$ cat src/rtl/mem_arbiter_axil.sv
// N-channel memory request arbiter driving a single AXI4-Lite master port.
// One transaction in flight; misaligned or malformed requests complete with err and never reach the bus.
module mem_arbiter_axil #(
   parameter int NUM_CH    = 2,
   parameter int ADDR_W    = 32,
   parameter int DATA_W    = 32,
   parameter int ARB_MODE  = 1,
   parameter int CHK_ALIGN = 1
) (
   input  logic                          clk,
   input  logic                          rst_n,
   input  logic [NUM_CH*ADDR_W-1:0]      ch_addr,
   input  logic [NUM_CH*DATA_W-1:0]      ch_wdata,
   input  logic [NUM_CH*(DATA_W/8)-1:0]  ch_mask,
   input  logic [NUM_CH*2-1:0]           ch_size,
   input  logic [NUM_CH-1:0]             ch_r_en,
   input  logic [NUM_CH-1:0]             ch_w_en,
   output logic [NUM_CH*DATA_W-1:0]      ch_rdata,
   output logic [NUM_CH-1:0]             ch_finish,
   output logic [NUM_CH-1:0]             ch_err,
   output logic [ADDR_W-1:0]             axi_araddr,
   output logic                          axi_arvalid,
   input  logic                          axi_arready,
   input  logic [DATA_W-1:0]             axi_rdata,
   input  logic [1:0]                    axi_rresp,
   input  logic                          axi_rvalid,
   output logic                          axi_rready,
   output logic [ADDR_W-1:0]             axi_awaddr,
   output logic                          axi_awvalid,
   input  logic                          axi_awready,
   output logic [DATA_W-1:0]             axi_wdata,
   output logic [DATA_W/8-1:0]           axi_wstrb,
   output logic                          axi_wvalid,
   input  logic                          axi_wready,
   input  logic [1:0]                    axi_bresp,
   input  logic                          axi_bvalid,
   output logic                          axi_bready
);

   localparam int STRB_W = DATA_W / 8;
   localparam int CH_W   = (NUM_CH > 1) ? $clog2(NUM_CH) : 1;

   typedef enum logic [2:0] {S_IDLE, S_CHK, S_RADDR, S_RDATA, S_WADDR, S_WRESP, S_DONE} state_t;

   state_t              state_q, state_d;
   logic [CH_W-1:0]     grant_q, grant_d;
   logic [CH_W-1:0]     ptr_q, ptr_d;
   logic [ADDR_W-1:0]   addr_q, addr_d;
   logic [DATA_W-1:0]   wdata_q, wdata_d;
   logic [STRB_W-1:0]   mask_q, mask_d;
   logic [1:0]          size_q, size_d;
   logic                rd_q, rd_d, wr_q, wr_d;
   logic                aw_done_q, aw_done_d, w_done_q, w_done_d;
   logic [DATA_W-1:0]   rdata_q, rdata_d;
   logic                err_q, err_d;

   logic [NUM_CH-1:0]   req;
   logic                arb_found;
   logic [CH_W-1:0]     arb_idx;
   logic                bad_req;

   assign req        = ch_r_en | ch_w_en;
   assign axi_araddr = addr_q;
   assign axi_awaddr = addr_q;
   assign axi_wdata  = wdata_q;
   assign axi_wstrb  = mask_q;

   // Loops run from lowest to highest priority so the last hit is the winner.
   always_comb begin
      int j;
      arb_found = 1'b0;
      arb_idx   = '0;
      j         = 0;
      if (ARB_MODE == 0) begin
         for (int i = NUM_CH - 1; i >= 0; i--) begin
            if (req[CH_W'(i)]) begin
               arb_found = 1'b1;
               arb_idx   = CH_W'(i);
            end
         end
      end else begin
         for (int k = NUM_CH; k >= 1; k--) begin
            j = (int'(ptr_q) + k) % NUM_CH;
            if (req[CH_W'(j)]) begin
               arb_found = 1'b1;
               arb_idx   = CH_W'(j);
            end
         end
      end
   end

   assign bad_req = (rd_q && wr_q) || (size_q == 2'd3) ||
                    ((CHK_ALIGN != 0) && (((size_q == 2'd1) && addr_q[0]) ||
                                          ((size_q == 2'd2) && (addr_q[1:0] != 2'b00))));

   always_comb begin
      state_d     = state_q;
      grant_d     = grant_q;
      ptr_d       = ptr_q;
      addr_d      = addr_q;
      wdata_d     = wdata_q;
      mask_d      = mask_q;
      size_d      = size_q;
      rd_d        = rd_q;
      wr_d        = wr_q;
      aw_done_d   = aw_done_q;
      w_done_d    = w_done_q;
      rdata_d     = rdata_q;
      err_d       = err_q;
      axi_arvalid = 1'b0;
      axi_rready  = 1'b0;
      axi_awvalid = 1'b0;
      axi_wvalid  = 1'b0;
      axi_bready  = 1'b0;
      ch_finish   = '0;
      ch_err      = '0;
      ch_rdata    = '0;
      case (state_q)
         S_IDLE: begin
            if (arb_found) begin
               grant_d   = arb_idx;
               ptr_d     = arb_idx;
               addr_d    = ch_addr[arb_idx*ADDR_W +: ADDR_W];
               wdata_d   = ch_wdata[arb_idx*DATA_W +: DATA_W];
               mask_d    = ch_mask[arb_idx*STRB_W +: STRB_W];
               size_d    = ch_size[arb_idx*2 +: 2];
               rd_d      = ch_r_en[arb_idx];
               wr_d      = ch_w_en[arb_idx];
               aw_done_d = 1'b0;
               w_done_d  = 1'b0;
               rdata_d   = '0;
               err_d     = 1'b0;
               state_d   = S_CHK;
            end
         end
         S_CHK: begin
            if (bad_req) begin
               err_d   = 1'b1;
               state_d = S_DONE;
            end else if (rd_q) begin
               state_d = S_RADDR;
            end else begin
               state_d = S_WADDR;
            end
         end
         S_RADDR: begin
            axi_arvalid = 1'b1;
            if (axi_arready) state_d = S_RDATA;
         end
         S_RDATA: begin
            axi_rready = 1'b1;
            if (axi_rvalid) begin
               rdata_d = axi_rdata;
               err_d   = (axi_rresp != 2'b00);
               state_d = S_DONE;
            end
         end
         S_WADDR: begin
            // AW and W retire independently; whichever lands second moves us on.
            axi_awvalid = !aw_done_q;
            axi_wvalid  = !w_done_q;
            aw_done_d   = aw_done_q | (axi_awvalid & axi_awready);
            w_done_d    = w_done_q | (axi_wvalid & axi_wready);
            if (aw_done_d && w_done_d) state_d = S_WRESP;
         end
         S_WRESP: begin
            axi_bready = 1'b1;
            if (axi_bvalid) begin
               err_d   = (axi_bresp != 2'b00);
               state_d = S_DONE;
            end
         end
         S_DONE: begin
            ch_finish[grant_q]                = 1'b1;
            ch_err[grant_q]                   = err_q;
            ch_rdata[grant_q*DATA_W +: DATA_W] = rdata_q;
            state_d                           = S_IDLE;
         end
         default: state_d = S_IDLE;
      endcase
   end

   always_ff @(posedge clk or negedge rst_n) begin
      if (!rst_n) begin
         state_q   <= S_IDLE;
         grant_q   <= '0;
         ptr_q     <= CH_W'(NUM_CH - 1);
         addr_q    <= '0;
         wdata_q   <= '0;
         mask_q    <= '0;
         size_q    <= '0;
         rd_q      <= 1'b0;
         wr_q      <= 1'b0;
         aw_done_q <= 1'b0;
         w_done_q  <= 1'b0;
         rdata_q   <= '0;
         err_q     <= 1'b0;
      end else begin
         state_q   <= state_d;
         grant_q   <= grant_d;
         ptr_q     <= ptr_d;
         addr_q    <= addr_d;
         wdata_q   <= wdata_d;
         mask_q    <= mask_d;
         size_q    <= size_d;
         rd_q      <= rd_d;
         wr_q      <= wr_d;
         aw_done_q <= aw_done_d;
         w_done_q  <= w_done_d;
         rdata_q   <= rdata_d;
         err_q     <= err_d;
      end
   end

endmodule

$ cat config.mk
export PLATFORM = sky130hd
export DESIGN_NAME = mem_arbiter_axil
export DESIGN_NICKNAME = d
export VERILOG_FILES = /design/src/rtl/mem_arbiter_axil.sv
export SDC_FILE = /design/constraint.sdc
export NUM_CORES = 1
export LEC_CHECK = 0
export BUFFER_PORTS_ARGS = -buffer_cell sky130_fd_sc_hd__buf_2
export CELL_PAD_IN_SITES_DETAIL_PLACEMENT = 1
export CELL_PAD_IN_SITES_GLOBAL_PLACEMENT = 1
export CORE_ASPECT_RATIO = 0.8
export CORE_MARGIN = 4
export CORE_UTILIZATION = 30
export DETAILED_ROUTE_END_ITERATION = 16
export HOLD_SLACK_MARGIN = 0.1
export PLACE_DENSITY_LB_ADDON = 0.25
export SLEW_MARGIN = 20
export SYNTH_ARGS = -nofsm -noshare
export SYNTH_HDL_FRONTEND = slang
export SYNTH_SLANG_ARGS = --single-unit
$ cat constraint.sdc
create_clock -name clk -period 1.88 [get_ports clk]
set_input_delay 0.188 -clock clk [delete_from_list [all_inputs] [get_ports clk]]
set_output_delay 0.188 -clock clk [all_outputs]
set_load 0.005 [all_outputs]
==> results of run 1 <==
## critical path, delay by kind of cell, from the launching register on
| family | cells | cell delay, ns |
|---|---|---|
| DFF | 1 | 0.36 |
| buffers and inverters | 5 | 0.65 |
| and+or+nand+nor | 2 | 0.47 |
## state kept, by name (all words and copies together), names as in the netlist
| register | count |
|---|---|
| rdata_q | 32 |
| axi_wstrb | 4 |
| aw_done_q | 1 |
| err_q | 1 |
| axi_araddr | 32 |
| size_q | 2 |
| axi_wdata | 32 |
| ptr_q | 1 |
| grant_q | 1 |
| wr_q | 1 |
| w_done_q | 1 |
| state_q | 3 |
| rd_q | 1 |
## worst max-delay path by stage
stage	endpoint	slack, ns	depth (start not counted)
global placement	rdata_q[23]	0.10	6
floorplan	axi_araddr[16]	0.40	8
global route	ch_rdata[25]	-0.26	7
CTS	ch_rdata[12]	-0.15	8
detailed placement	rdata_q[21]	0.07	6
finish	ch_rdata[43]	-0.15	7
## cell type report
type,instances,share of cell area [%]
clock buffer,10,2.66
timing repair buffer,439,33.3
sequential,112,32.6
tap,230,3.35
multi-input combinational,370,27.2
inverter,2,0.218
clock inverter,6,0.596
## synthesized netlist by cell type (all sizes together)
cell / n
a211oi: 1
a21oi: 11
a22o: 32
a22oi: 1
a32o: 1
and2: 67
and3: 1
and3b: 1
and4: 1
buf: 56
clkbuf: 19
dfrtp: 111
dfstp: 1
inv: 2
mux2i: 37
nand2: 76
nor2: 13
nor2b: 2
nor3: 4
nor3b: 1
nor4b: 1
o2111ai: 1
o211ai: 2
o21ai: 75
o21bai: 1
o22ai: 37
o31ai: 1
or3: 1
xnor2: 1
## cell families after synthesis
group	synth area share [%]
compound gates	18.5
xor+xnor	0.158
buf+inv	8.74
flops	50.6
mux	6.69
simple gates	15.3
## metal layers
metal	wire (µm)	share of wire (%)	vias to the layer above
met4	539	2.5	0
met2	10700	49	209
met5	0	0	-
met1	9100	42	2684
li1	-	-	2673
met3	1460	6.7	36
## power groups by stage
stage               registers [W]  clock network, W  logic (W)
global placement          0.00432                 0    0.00512
global route              0.00452           0.00202    0.00651
floorplan                 0.00423                 0    0.00325
CTS                       0.00432           0.00193    0.00555
detailed placement        0.00434                 0    0.00524
finish                    0.00435           0.00187    0.00587
## per-stage QoR
step                TNS, ns  power, W  worst slack (ns)  std cells  area, µm²
CTS                   -3.47    0.0118            -0.149       1157       8250
global placement          0   0.00945             0.101       1093       7440
detailed placement        0   0.00958            0.0713       1093       7440
floorplan                 0   0.00748             0.405        558       5540
global route         -14.22    0.0131            -0.256       1169       8600
finish                -8.08    0.0121            -0.146       1169       8600
## what timing repair did
action,CTS,global route
hold buffers,40,0
pin swaps,18,6
hold endpoints to repair,66,0
gates resized for setup,9,48
cloned,3,6
setup buffers,5,8
endpoints found under the setup margin,69,106
==> key figures, run 1 <==
Outcome
  – Status: finished with violations
  – Failing checks: negative setup slack

Synth
  – Syn nets: 745
  – Syn Std Cell Area: 5540 µm²
  – Seq/Total Area, Yosys: 50.6%
  – #FFs+latches synth: 112
  – Top cells by area in the synthesized netlist: dfrtp_1 (50%), and2_1 (7.6%), mux2i_1 (6.7%)
  – Syn avg cell area: 9.93 µm²
  – Count of cell types in the netlist: 36
  – Syn Inst Count: 558
  – Area leader, netlist: dfrtp_1
  – Share of Yosys cell area claimed by the top area cell type: 50.1%
  – Synth Warn #: 0

Floorplan
  – Die Wd: 160 µm
  – Row cnt: 44
  – Core ar.: 18100 µm²
  – Die Y: 130 µm
  – Initial Utilization: 30.6%
  – Ports: 360
  – DIE AREA: 20700 µm²

Worst setup path
  – Worst r2r dst: rdata_q[23]
  – Cell breakdown of the critical path: buf_6, buf_4, buf_8, and4_4, clkbuf_16, and2_1, buf_2
  – Worst Setup Path Type: register to output pin
  – Max stage delay on crit path: 0.36 ns
  – WP data arrival: 1.84 ns
  – Startpoint types: register
  – WP data required: 1.69 ns
  – CP max-delay cell: dfrtp_1
  – Endpoint class of the critical path: output pin
  – Critical R2R Launch: state_q[2]
  – Worst Setup SP: state_q[2]
  – FF-to-FF setup slack: 0.05 ns
  – Reg2Reg Depth: 8
  – CP Max Fanout: 9

STA
  – Part of the cycle the worst path needs: 108%
  – Final max-slew violation count: 0
  – Final hold violation count: 0
  – Min Tclk post-route: 2.03 ns
  – RSZ-0062 raised after global routing: yes
  – Final setup margin: -0.146 ns
  – Rel. slew slack: 63.0%
  – Final setup fails: 70
  – Transition time of the tightest slew-check pin: 0.553 ns
  – Fmax: 494 MHz
  – Fin Hold WS: 0.118 ns
  – Setup Skew: 0.00821 ns

Route
  – Drt first pass iters: 4
  – # DRC: 0
  – Post-Route WL: 21800 µm
  – ANT nets after route: 0
  – Routed len/inst: 18.6 µm
  – DRT iter0 DRCs: 216
  – Vias/cell: 4.79
  – DR vias: 5602

Power and ir drop
  – Peak supply drop: 0.701 mV
  – Net switching power figure: 0.00481 W
  – Switching share of power: 39.7%
  – Gate power share: 48.6%
  – Flop pwr share: 36.0%
  – PwrDens: 1410 nW/µm²
  – Leakage: 4.63 nW
  – Clk pwr share: 15.5%
  – Power Internal: 0.00729 W

Global route
  – Grt met2 use: 32.0%
  – First-pass GRT wire length: 31400 µm
  – Most used routing layer: met2
  – M1 GR Usage: 23.9%
  – Initial antenna violation count: 0
  – Maximum number of pins on one net before global-route repair: 70
  – GR Util met3: 5.15%
  – Vias in the first global route: 5720
  – Overall Global Routing Usage: 18.9%
  – Total grt overflow: 0

Cells and area
  – Layout cells sized above 1: 47.5%
  – Area Growth Syn to Fin: 55.3%
  – Commonest cells after routing, fill and taps aside: buf_2 (340), dfrtp_1 (111), nand2_1 (76)
  – FF/Latch Area: 2810 µm²
  – Layout Utilization: 47.5%
  – Commonest non-fill, non-tap cell in the layout: buf_2
  – Filler Cell Count: 2135
  – Combined area of the multi-input logic cells: 2340 µm²
  – Final net count: 1121
  – # diodes: 0

Clocking
  – TritonCTS Sinks: 112
  – Worst-case clock buffer depth: 2
  – Worst-skew pair later-pin latency: 0.35 ns
  – Clk slew on worst S/H paths: 0.08 ns
  – CTS H-tree lvls: 3
  – CTS tree: done
  – Root buffer cell: clkbuf_16
  – TritonCTS Buffers: 9

Min path
  – Worst hold start: ch_addr[30]
  – Hold Path Stages: 3
  – Hold Path End: axi_araddr[30]
  – Min-Delay Path Class: primary input to register

Placement
  – GPL Wtd Cong: 0.769
  – Detailed placement HPWL: 14800 µm
  – Port Buffers: 359

Run
  – Number of max-cap violations: 0
No activity file was read; power rests on OpenSTA's default activity.
==> run 2: changes to the inputs <==
- CTS_CLUSTER_DIAMETER: default -> 60
- PLACE_DENSITY_LB_ADDON: 0.25 -> 0.1
==> key figures, run 2 (synthesized netlist as in run 1, its figures left out) <==
Global route
  – M1 GR Usage: 22.3% (-1.6 points)
  – Maximum number of pins on one net before global-route repair: 114 (+63%)
  – Total grt overflow: 0 (unchanged)
  – Vias in the first global route: 5983 (+4.6%)
  – First-pass GRT wire length: 31700 µm (+1.1%)
  – Initial antenna violation count: 2 (+2)
  – Most used routing layer: met2
  – Grt met2 use: 33.7% (+1.6 points)
  – GR Util met3: 6.14% (+0.99 points)
  – Overall Global Routing Usage: 19.0% (+0.12 points)

Worst setup path
  – CP Max Fanout: 17 (+8)
  – Startpoint types: register
  – Worst Setup Path Type: register to output pin
  – WP data arrival: 1.70 ns (-0.14 ns)
  – Endpoint class of the critical path: output pin
  – WP data required: 1.69 ns (about the same)

Route
  – Routed len/inst: 18.1 µm (-3.1%)
  – Post-Route WL: 20800 µm (-4.6%)
  – Vias/cell: 4.79 (about the same)
  – DR vias: 5510 (-1.6%)
  – # DRC: 0 (unchanged)
  – DRT iter0 DRCs: 183 (-15%)
  – ANT nets after route: 0 (unchanged)
  – Drt first pass iters: 4 (unchanged)

Power and ir drop
  – Flop pwr share: 36.4% (+0.4 points)
  – Gate power share: 46.1% (-2.5 points)
  – Clk pwr share: 17.6% (+2.1 points)
  – Peak supply drop: 0.606 mV (-14%)
  – Leakage: 4.51 nW (-2.6%)
  – PwrDens: 1430 nW/µm² (+2.0%)
  – Switching share of power: 38.5% (-1.2 points)
  – Power Internal: 0.00734 W (+0.72%)
  – Pwr Total: 0.0119 W (-1.3%)
  – Net switching power figure: 0.00460 W (-4.4%)

Clocking
  – Worst-skew pair later-pin latency: 0.35 ns (about the same)
  – TritonCTS Buffers: 9 (unchanged)
  – CTS tree: done
  – TritonCTS Sinks: 112 (unchanged)
  – Clk slew on worst S/H paths: 0.07 ns (about the same)
  – CTS H-tree lvls: 3 (unchanged)
  – Root buffer cell: clkbuf_16
  – Worst-case clock buffer depth: 2 (unchanged)

Cells and area
  – Commonest non-fill, non-tap cell in the layout: buf_2
  – Filler Cell Count: 2146 (+0.52%)
  – Layout cells sized above 1: 46.4% (-1.1 points)
  – Finished Layout Cells: 1150 (-1.6%)
  – Commonest cells after routing, fill and taps aside: buf_2 (343), dfrtp_1 (111), nand2_1 (76)
  – Area Growth Syn to Fin: 50.3%
  – Final Cell Area: 8320 µm² (-3.2%)
  – Final net count: 1101 (-1.8%)

Outcome
  – Status: finished with violations
  – Failing checks: negative setup slack

Floorplan
  – Core ar.: 18100 µm² (unchanged)
  – Initial Utilization: 30.6% (unchanged)
  – Row cnt: 44 (unchanged)
  – Die Y: 130 µm (unchanged)
  – Die Wd: 160 µm (unchanged)
  – Ports: 360 (unchanged)
  – DIE AREA: 20700 µm² (unchanged)

STA
  – RSZ-0062 raised after global routing: yes
  – Rel. slew slack: 57.6% (-5.5 points)
  – Min Tclk post-route: 1.89 ns (-0.140 ns)
  – Fmax: 530 MHz (+7.4%)
  – Setup Skew: 0.00713 ns (-0.00108 ns)
  – Transition time of the tightest slew-check pin: 0.636 ns (+0.0832 ns)
  – Part of the cycle the worst path needs: 100% (-7.5 points)
  – Final max-slew violation count: 0 (unchanged)
  – Final setup margin: -0.00580 ns (+0.140 ns)
  – Final hold violation count: 0 (unchanged)
  – Final setup fails: 3 (-96%)

Placement
  – Dpl cell area: 7320 µm² (-1.6%)
  – Inst Count DP: 1087 (-0.55%)
  – Detailed placement HPWL: 14900 µm (+0.71%)
  – GPL Wtd Cong: 0.788 (+2.5%)
  – Port Buffers: 359 (unchanged)

Run
  – Number of max-cap violations: 0 (unchanged)

Min path
  – Min-Delay Path Class: primary input to register
[run 2: cell types whose count changed in the layout (fill, tap and decap cells not counted), moves of 2 or more]
cell / before / now
inv_8: 2 / 0
buf_6: 23 / 19
and2_1: 47 / 53
buf_12: 10 / 5
and2_4: 20 / 14
buf_16: 2 / 0
dlygate4sd3_1: 40 / 34
buf_4: 19 / 14
buf_2: 340 / 343
bufinv_16: 0 / 2
[run 2: worst paths after layout]
check | from | to | slack (ns) | cells after the start
worst max-delay path | state_q[0] | ch_rdata[62] | -0.006 | 6
worst min-delay path | ch_addr[25] | axi_araddr[25] | 0.12 | 3
worst max register to register | state_q[2] | axi_wdata[24] | 0.19 | 5
worst min register to register | axi_wdata[28] | axi_wdata[28] | 0.48 | 2
max in group asynchronous | rst_n | rdata_q[10] | 0.93 | 3
min in group asynchronous | rst_n | axi_wdata[0] | 0.44 | 3
[run 2: layer usage]
layer / wire length, µm / share of wire, % / up-vias
li1: - / - / 2624
met1: 8180 / 39 / 2632
met2: 10600 / 51 / 212
met3: 1490 / 7.2 / 38
met4: 452 / 2.2 / 4
met5: 27 / 0.13 / -
[run 2: power groups by stage]
stage | clock network (W) | logic (W) | registers [W]
final | 0.00210 | 0.00550 | 0.00434
after global routing | 0.00229 | 0.00617 | 0.00453
after CTS | 0.00217 | 0.00536 | 0.00434
after detailed placement | 0 | 0.00511 | 0.00436
after global placement | 0 | 0.00491 | 0.00431
after floorplan | 0 | 0.00325 | 0.00423
[run 2: timing repair]
item,CTS,global route
endpoints found under the setup margin,59,85
resized for setup,18,35
hold endpoints to repair,144,0
setup buffers,2,4
hold buffers,34,0
gates cloned,4,2
pin swaps,2,5
[run 2: area by class of cell]
cell class	instances	area, µm²	share of cell area (%)
Multi-Input combinational cell	370	2330	28.0
Tap cell	230	288	3.46
Antenna cell	1	2.50	0.0301
Sequential cell	112	2810	33.7
Inverter	2	12.5	0.150
Timing Repair Buffer	419	2560	30.7
Clock buffer	11	243	2.92
Clock inverter	5	86.3	1.04
[run 2: stage by stage]
step,worst slack [ns],hold WS [ns],utilization (%),setup TNS [ns]
4_1_cts,-0.00754,0.100,44.7,-0.0218
3_3_place_gp,0.176,0.315,40.4,0
5_1_grt,-0.109,0.114,45.9,-4.38
3_5_place_dp,0.0509,0.319,40.4,0
2_1_floorplan,0.405,-0.108,-,0
6_report,-0.00580,0.121,46.0,-0.0159
[run 2: worst max-delay path: stages (launching register included)]
cell and delay (ns):
dfrtp_1 0.39, buf_6 0.14, inv_6 0.10, and4_4 0.29, clkbuf_16 0.18, and2_1 0.13
buf_2 0.12
